--- src/rtl/ram_march_bist.sv ---
// March BIST initiator for a single-port RAM: write P up, verify P up, write ~P down, verify ~P down.
// Reports pass/fail and holds the address, expected word and read word of the first miscompare.
module ram_march_bist #(
  parameter int                DATA_W   = 8,
  parameter int                ADDR_W   = 6,
  parameter int                READ_LAT = 1,
  parameter logic [DATA_W-1:0] SEED     = 8'hA5
) (
  input  logic              clk,
  input  logic              rst_n,
  input  logic              start,
  output logic [DATA_W-1:0] ram_data,
  output logic [ADDR_W-1:0] ram_adr,
  output logic              ram_we,
  input  logic [DATA_W-1:0] ram_q,
  output logic              busy,
  output logic              done,
  output logic              pass,
  output logic [ADDR_W-1:0] fail_adr,
  output logic [DATA_W-1:0] fail_exp,
  output logic [DATA_W-1:0] fail_act
);

  localparam logic [2:0] S_IDLE    = 3'd0;
  localparam logic [2:0] S_FILL_P  = 3'd1;
  localparam logic [2:0] S_VER_P   = 3'd2;
  localparam logic [2:0] S_DRAIN_P = 3'd3;
  localparam logic [2:0] S_FILL_N  = 3'd4;
  localparam logic [2:0] S_VER_N   = 3'd5;
  localparam logic [2:0] S_DRAIN_N = 3'd6;
  localparam logic [2:0] S_DONE    = 3'd7;

  localparam logic [ADDR_W-1:0] ADR_LAST   = '1;
  localparam logic [ADDR_W-1:0] ADR_ONE    = ADDR_W'(1);
  localparam logic [ADDR_W-1:0] DRAIN_LAST = ADDR_W'(READ_LAT - 1);

  logic [2:0]        state_q, state_d;
  logic [ADDR_W-1:0] adr_q, adr_d;
  logic              err_q, err_d;
  logic [ADDR_W-1:0] fail_adr_q, fail_adr_d;
  logic [DATA_W-1:0] fail_exp_q, fail_exp_d;
  logic [DATA_W-1:0] fail_act_q, fail_act_d;

  // Compare pipeline: one stage per clock of RAM read latency.
  logic              pv_q [READ_LAT];
  logic              pv_d [READ_LAT];
  logic [ADDR_W-1:0] pa_q [READ_LAT];
  logic [ADDR_W-1:0] pa_d [READ_LAT];
  logic [DATA_W-1:0] pe_q [READ_LAT];
  logic [DATA_W-1:0] pe_d [READ_LAT];

  logic miscmp;

  function automatic logic [DATA_W-1:0] pat(input logic [ADDR_W-1:0] a);
    return SEED ^ DATA_W'(a);
  endfunction

  assign miscmp = pv_q[READ_LAT-1] && (ram_q != pe_q[READ_LAT-1]);

  always_comb begin
    // NOTE: every signal gets a default before the case so no path leaves it unassigned (no latch).
    state_d    = state_q;
    adr_d      = adr_q;
    err_d      = err_q;
    fail_adr_d = fail_adr_q;
    fail_exp_d = fail_exp_q;
    fail_act_d = fail_act_q;

    pv_d[0] = (state_q == S_VER_P) || (state_q == S_VER_N);
    pa_d[0] = adr_q;
    pe_d[0] = (state_q == S_VER_N) ? ~pat(adr_q) : pat(adr_q);
    for (int i = 1; i < READ_LAT; i++) begin
      pv_d[i] = pv_q[i-1];
      pa_d[i] = pa_q[i-1];
      pe_d[i] = pe_q[i-1];
    end

    // Only the first miscompare is recorded; the err flag is sticky.
    if (miscmp && !err_q) begin
      err_d      = 1'b1;
      fail_adr_d = pa_q[READ_LAT-1];
      fail_exp_d = pe_q[READ_LAT-1];
      fail_act_d = ram_q;
    end

    case (state_q)
      S_IDLE, S_DONE: begin
        if (start) begin
          state_d    = S_FILL_P;
          adr_d      = '0;
          err_d      = 1'b0;
          fail_adr_d = '0;
          fail_exp_d = '0;
          fail_act_d = '0;
          for (int i = 0; i < READ_LAT; i++) pv_d[i] = 1'b0;
        end
      end
      S_FILL_P: begin
        adr_d = adr_q + ADR_ONE;
        if (adr_q == ADR_LAST) state_d = S_VER_P;
      end
      S_VER_P: begin
        adr_d = adr_q + ADR_ONE;
        if (adr_q == ADR_LAST) state_d = S_DRAIN_P;
      end
      S_DRAIN_P: begin
        adr_d = adr_q + ADR_ONE;
        if (adr_q == DRAIN_LAST) begin
          state_d = S_FILL_N;
          adr_d   = ADR_LAST;
        end
      end
      S_FILL_N: begin
        adr_d = adr_q - ADR_ONE;
        if (adr_q == '0) state_d = S_VER_N;
      end
      S_VER_N: begin
        adr_d = adr_q - ADR_ONE;
        if (adr_q == '0) begin
          state_d = S_DRAIN_N;
          adr_d   = '0;
        end
      end
      S_DRAIN_N: begin
        adr_d = adr_q + ADR_ONE;
        if (adr_q == DRAIN_LAST) begin
          state_d = S_DONE;
          adr_d   = '0;
        end
      end
      default: state_d = S_IDLE;
    endcase
  end

  // NOTE: the compare pipeline is a handful of flops, not a RAM, so it is reset with everything else.
  always_ff @(posedge clk or negedge rst_n) begin
    if (!rst_n) begin
      state_q    <= S_IDLE;
      adr_q      <= '0;
      err_q      <= 1'b0;
      fail_adr_q <= '0;
      fail_exp_q <= '0;
      fail_act_q <= '0;
      for (int i = 0; i < READ_LAT; i++) begin
        pv_q[i] <= 1'b0;
        pa_q[i] <= '0;
        pe_q[i] <= '0;
      end
    end else begin
      // NOTE: non-blocking assignments so every flop samples pre-edge values.
      state_q    <= state_d;
      adr_q      <= adr_d;
      err_q      <= err_d;
      fail_adr_q <= fail_adr_d;
      fail_exp_q <= fail_exp_d;
      fail_act_q <= fail_act_d;
      for (int i = 0; i < READ_LAT; i++) begin
        pv_q[i] <= pv_d[i];
        pa_q[i] <= pa_d[i];
        pe_q[i] <= pe_d[i];
      end
    end
  end

  // RAM port is decoded from registered state only, never from ram_q.
  always_comb begin
    ram_we   = 1'b0;
    ram_adr  = '0;
    ram_data = '0;
    case (state_q)
      S_FILL_P: begin
        ram_we   = 1'b1;
        ram_adr  = adr_q;
        ram_data = pat(adr_q);
      end
      S_FILL_N: begin
        ram_we   = 1'b1;
        ram_adr  = adr_q;
        ram_data = ~pat(adr_q);
      end
      S_VER_P, S_VER_N: ram_adr = adr_q;
      default: ;
    endcase
  end

  assign busy     = (state_q != S_IDLE) && (state_q != S_DONE);
  assign done     = (state_q == S_DONE);
  assign pass     = done && !err_q;
  assign fail_adr = fail_adr_q;
  assign fail_exp = fail_exp_q;
  assign fail_act = fail_act_q;

endmodule

--- config.mk ---
export PLATFORM = sky130hd
export DESIGN_NAME = ram_march_bist
export DESIGN_NICKNAME = d
export VERILOG_FILES = /design/src/rtl/ram_march_bist.sv
export SDC_FILE = /design/constraint.sdc
export NUM_CORES = 1
export LEC_CHECK = 0
export ABC_AREA = 1
export CAP_MARGIN = 25
export CORE_MARGIN = 3
export CORE_UTILIZATION = 45
export DETAILED_ROUTE_END_ITERATION = 8
export GPL_TIMING_DRIVEN = 0
export PLACE_DENSITY_LB_ADDON = 0.08
export SYNTH_ARGS = -nofsm -noshare
export SYNTH_HDL_FRONTEND = slang
export SYNTH_SLANG_ARGS = --single-unit
export TNS_END_PERCENT = 5
--- constraint.sdc ---
create_clock -name clk -period 2.6 [get_ports clk]
set_input_delay 0.39 -clock clk [delete_from_list [all_inputs] [get_ports clk]]
set_output_delay 0.39 -clock clk [all_outputs]
set_load 0.005 [all_outputs]
Yosys cells after proc, flatten, opt, wreduce, memory -nomap -nowiden:

Cells that the tools add are included.

* register bits: 47
* bits of input ports: 11
* output and inout bits: 40

* add/subtract/negate cells: 2
* eq/ne operators: 17
* mux-type cells: 31
* bitwise logic cells: 2
* reductions and logical operators: 14

Operator list (count)
* 2-to-1 mux 8 bit: 7
* 2-to-1 mux 6 bit: 8
* one-hot mux 6 bit (6 select lines): 1
* 2-to-1 mux 3 bit: 7
* one-hot mux 3 bit (7 select lines): 1
* one-hot mux 8 bit (2 select lines): 1
* == test 3 bit, second input constant: 4
* inequality test 2 bit, second input constant: 5
* inequality test 8 bit: 1
* NOT 8 bit: 1
* AND reduction 7 bit: 1
* adder 6 x 1 -> 6 bit, second input constant: 1
* == test 3 x 2 -> 1 bit, second input constant: 2
* == test 6 bit, second input constant: 1
* logical NOT 6 bit: 1
* 2-to-1 mux 1 bit: 6
* OR reduction 2 bit: 3
* subtractor 6 x 1 -> 6 bit, second input constant: 1
* logical AND 1 bit: 4
* inequality test 2 x 1 -> 1 bit, second input constant: 2
* NOT 3 -> 4 bit: 1
* OR reduction 4 bit: 1
* == test 3 x 1 -> 1 bit, second input constant: 1
* logical NOT 3 bit: 1
* 4 further kinds: 4

Longest topological paths before layout:

* word-level depth: 6
* gate-level depth with buffers: 12

Least setup slack after synthesis:

OpenSTA, ideal clock, no wires.

* path kind: reg2out
* from: register state_q[0]
* to: output ram_adr[0]
* arrival: 1.252 ns
* required time: 2.210 ns
* slack: 0.958 ns
* cell stages (with the launch flop): 7
* buffers on the path: 1
* cells stage by stage: dfrtp_1 > ha_1 > nand2_1 > buf_4 > nand2_1 > nor2_1 > nor2_1

* cells in the longest elaborated chain, start to end: 3

RTL lines
* start, declared: RTL line 37 `logic [2:0] state_q, state_d;`
* start signal, assigned: RTL line 151 `state_q <= state_d;`
* == test 3 x 2 -> 1 bit (tied with other cells): RTL line 170 `case (state_q)`
* OR reduction 4 bit (no line) (*)
* 2-to-1 mux 6 bit (*): RTL line 170
* end, declared: RTL line 13 `output logic [ADDR_W-1:0] ram_adr,`

Every way passes the cells marked *; elsewhere a longest branch is shown, timed or not.

Worst setup path in the final report:

* from: register state_q[1]
* to: output ram_adr[4]

Same word-level chain as after synthesis.

==> results.sh <==
export IMPL_drv_slew=0
export IMPL_drt_iter0_drc=75
export IMPL_cp_max_fo=10
export IMPL_antenna_found_initial=0
export IMPL_core_mm2=0.00603
export IMPL_multi_input_area_mm2=0.00126
export IMPL_die_area_mm2=0.00734
export IMPL_area_growth_pct=25.4
export IMPL_seq_area_frac_synth_pct=41.2
export IMPL_status="finished, final reports clean"
export IMPL_power_uw=4270
export IMPL_grt_pass1_vias=2316
export IMPL_fin_hold_ws_ns=0.0518
export IMPL_worstRegToRegCells=11
export IMPL_root_buffer="clkbuf_8"
export IMPL_crit_family="buffers and inverters"
export IMPL_worstSkewPairLatency_ns=0.29
export IMPL_cts_sinks=47
export IMPL_vdd_ir_drop_max_v=0.000600
export IMPL_rows=28
export IMPL_detail_route_wl_per_cell_um=11.7
export IMPL_leakagePower_uw=0.00203
export IMPL_r2r_start="adr_q[1]"
export IMPL_antenna_left=0
export IMPL_crit_arrival_ns=2.03
export IMPL_grt_overflow_total=0
export IMPL_syn_area_per_cell_um2=7.18
export IMPL_hpwl_mm=4.86
export IMPL_start_util_pct=47.4
export IMPL_drive_above_1_share_pct=10.3
export IMPL_fmax_ghz=0.414
export IMPL_diodes=0
export IMPL_seq_area_mm2=0.00118
export IMPL_hold_viol_final=0
export IMPL_die_w_um=85.7
export IMPL_postLayoutCellArea_mm2=0.00358
export IMPL_crit_required_ns=2.21
export IMPL_path_class="reg -> out"
export IMPL_cts_max_level=2
export IMPL_pre_cts_slack_ns=0.328
export IMPL_grt_setup_unrepaired="no"
export IMPL_hp_class="in -> async"
export IMPL_io_buffers=50
export IMPL_synth_seq_cells=47
export IMPL_fin_cells=531
export IMPL_remaining_drc_errors=0
export IMPL_die_h_um=85.7
export IMPL_end_kind="output port"
export IMPL_grt_pass1_wl_mm=10.7
export IMPL_dp_cells=524
export IMPL_worst_slew_margin_rel_pct=66.0
export IMPL_clkTransAtPathRegs_ns=0.08
export IMPL_power_density_mw_per_mm2=1190
export IMPL_dpl_cell_area_mm2=0.00347
export IMPL_cts_made_buffers=5
export IMPL_setup_violations=0
export IMPL_rrSetupSlack_ns=0.77
export IMPL_first_pass_iters=4
export IMPL_io_pins=51
export IMPL_fin_nets=473
export IMPL_slowest_delay_ns=0.51
export IMPL_num_vias=2422
export IMPL_clock_skew_ns=0.00669
export IMPL_finalWirelength_mm=6.22
export IMPL_synthCells=398
export IMPL_start_kind="flop"
export IMPL_globalplace_congestion=0.845
export IMPL_grt_total_usage_pct=18.2
export IMPL_yosysWarnings=0
export IMPL_cts_tree="built"
export IMPL_drt_vias_per_instance=4.56
export IMPL_cap_violations=0
export IMPL_post_cts_setup_buffers=0
export IMPL_syn_area_mm2=0.00286
export IMPL_period_share_pct=93.0
export IMPL_grt_max_degree=27
export IMPL_worstMarginPinSlew_ns=0.510
export IMPL_synth_fp_nets=415
export IMPL_ys_types=25
export IMPL_clockBufferDepth=2
export IMPL_min_period_ns=2.42
export IMPL_fillers=573
export IMPL_timing_rr_end="adr_q[0]"
export IMPL_path_cells="inv_2 -> ha_1 -> nand2_1 -> buf_4 -> nand2_2 -> nor2_4 -> nor2_1 -> clkdlybuf4s50_1"
export IMPL_setup_ws_ns=0.183
export IMPL_critical_path_buf_inv_count=3
export IMPL_cts_hold_buf=0
export IMPL_cpMaxStageDelayCell="clkdlybuf4s50_1"
-- synthesized netlist by cell type --
library cell  count  area share (%)
nand3_4           1            0.61
inv_1            80              11
nand3_2           4             1.4
or2_0             1            0.22
xor2_1           10             3.1
nand4_1          25             5.5
nor2_1           40             5.3
buf_6             5             2.0
nand2_2           5             1.1
xnor2_1           4             1.2
a21oi_1           4            0.70
nand3_1          10             1.8
clkbuf_1          4            0.53
o21ai_0           8             1.4
nor2_4            2            0.79
ha_1              6             2.6
inv_2             8             1.1
nand2_4           2            0.79
o21ai_1           1            0.17
dfrtp_1          47              41
buf_2             4            0.70
o31ai_4           1            0.74
nand2_1         124              16
inv_4             1            0.22
buf_4             1            0.26
-- per-layer routing --
layer | GRT usage, % | part of all wire (%) | vias to the layer above
met1 | 24.1 | 49 | 1074
met5 | 0 | 0 | -
li1 | - | - | 1301
met2 | 30.7 | 47 | 42
met3 | 3.55 | 3.3 | 5
met4 | 4.32 | 0.93 | 0
-- worst max-delay path by stage --
stage               cells after the start          to  slack (ns)  startpoint
floorplan                               6  ram_adr[0]        0.96  state_q[0]
global placement                        1    adr_q[4]       -0.17       rst_n
detailed placement                      8  ram_adr[0]        0.33  state_q[1]
CTS                                     8  ram_adr[4]        0.09  state_q[1]
global route                            8  ram_adr[4]        0.04  state_q[1]
finish                                  8  ram_adr[4]        0.18  state_q[1]
-- timing repair --
item / CTS / global route
setup endpoints to repair: 5 / 12
pin swaps: 0 / 0
resized for setup: 1 / 5
-- layout by cell type, fill, tap and decap left out, types with 6 or more instances in the layout --
cell and instances:
clkdlybuf4s50_1 49, dfrtp_1 47, ha_1 6, inv_1 78, inv_2 10, nand2_1 122, nand2_2 7, nand3_1 10
nand4_1 25, nor2_1 39, o21ai_0 8, xor2_1 10
-- stage by stage --
stage | TNS, ns | util (%)
floorplan | 0 | -
global placement | -7.93 | 57.3
detailed placement | 0 | 57.5
CTS | 0 | 59.3
global route | 0 | 59.4
finish | 0 | 59.4
-- flip-flops by register name, summed over array words and instances, names as in the netlist --
| register | count |
|---|---|
| pe_q | 8 |
| state_q | 3 |
| adr_q | 6 |
| pa_q | 6 |
| pv_q | 1 |
| fail_act | 8 |
| err_q | 1 |
| fail_adr | 6 |
| fail_exp | 8 |
-- kinds of logic (layout without fill, tap and decap cells) --
logic type,after synthesis,after routing,synth area share (%)
DFF,47,47,41.2
and+or+nand+nor,214,214,33.7
buffers and inverters,103,161,15.2
xor gates and xnor gates,14,14,4.29
AOI/OAI and AO/OA,14,14,3.02
adders and majority gates,6,6,2.63
-- power by group --
| group | internal, uW | switching [uW] |
|---|---|---|
| Sequential | 1050 | 206 |
| Combinational | 1120 | 1380 |
| Clock | 282 | 231 |
-- area by class of cell --
| cell class | instances | area share [%] |
|---|---|---|
| buffer | 14 | 2.76 |
| multi-input combinational | 248 | 35.1 |
| inverter | 89 | 9.40 |
| sequential | 47 | 32.8 |
| tap | 75 | 2.62 |
| clock inverter | 1 | 0.838 |
| clock buffer | 6 | 2.03 |
| timing repair buffer | 51 | 14.4 |
(Power assumes the default switching activity.)
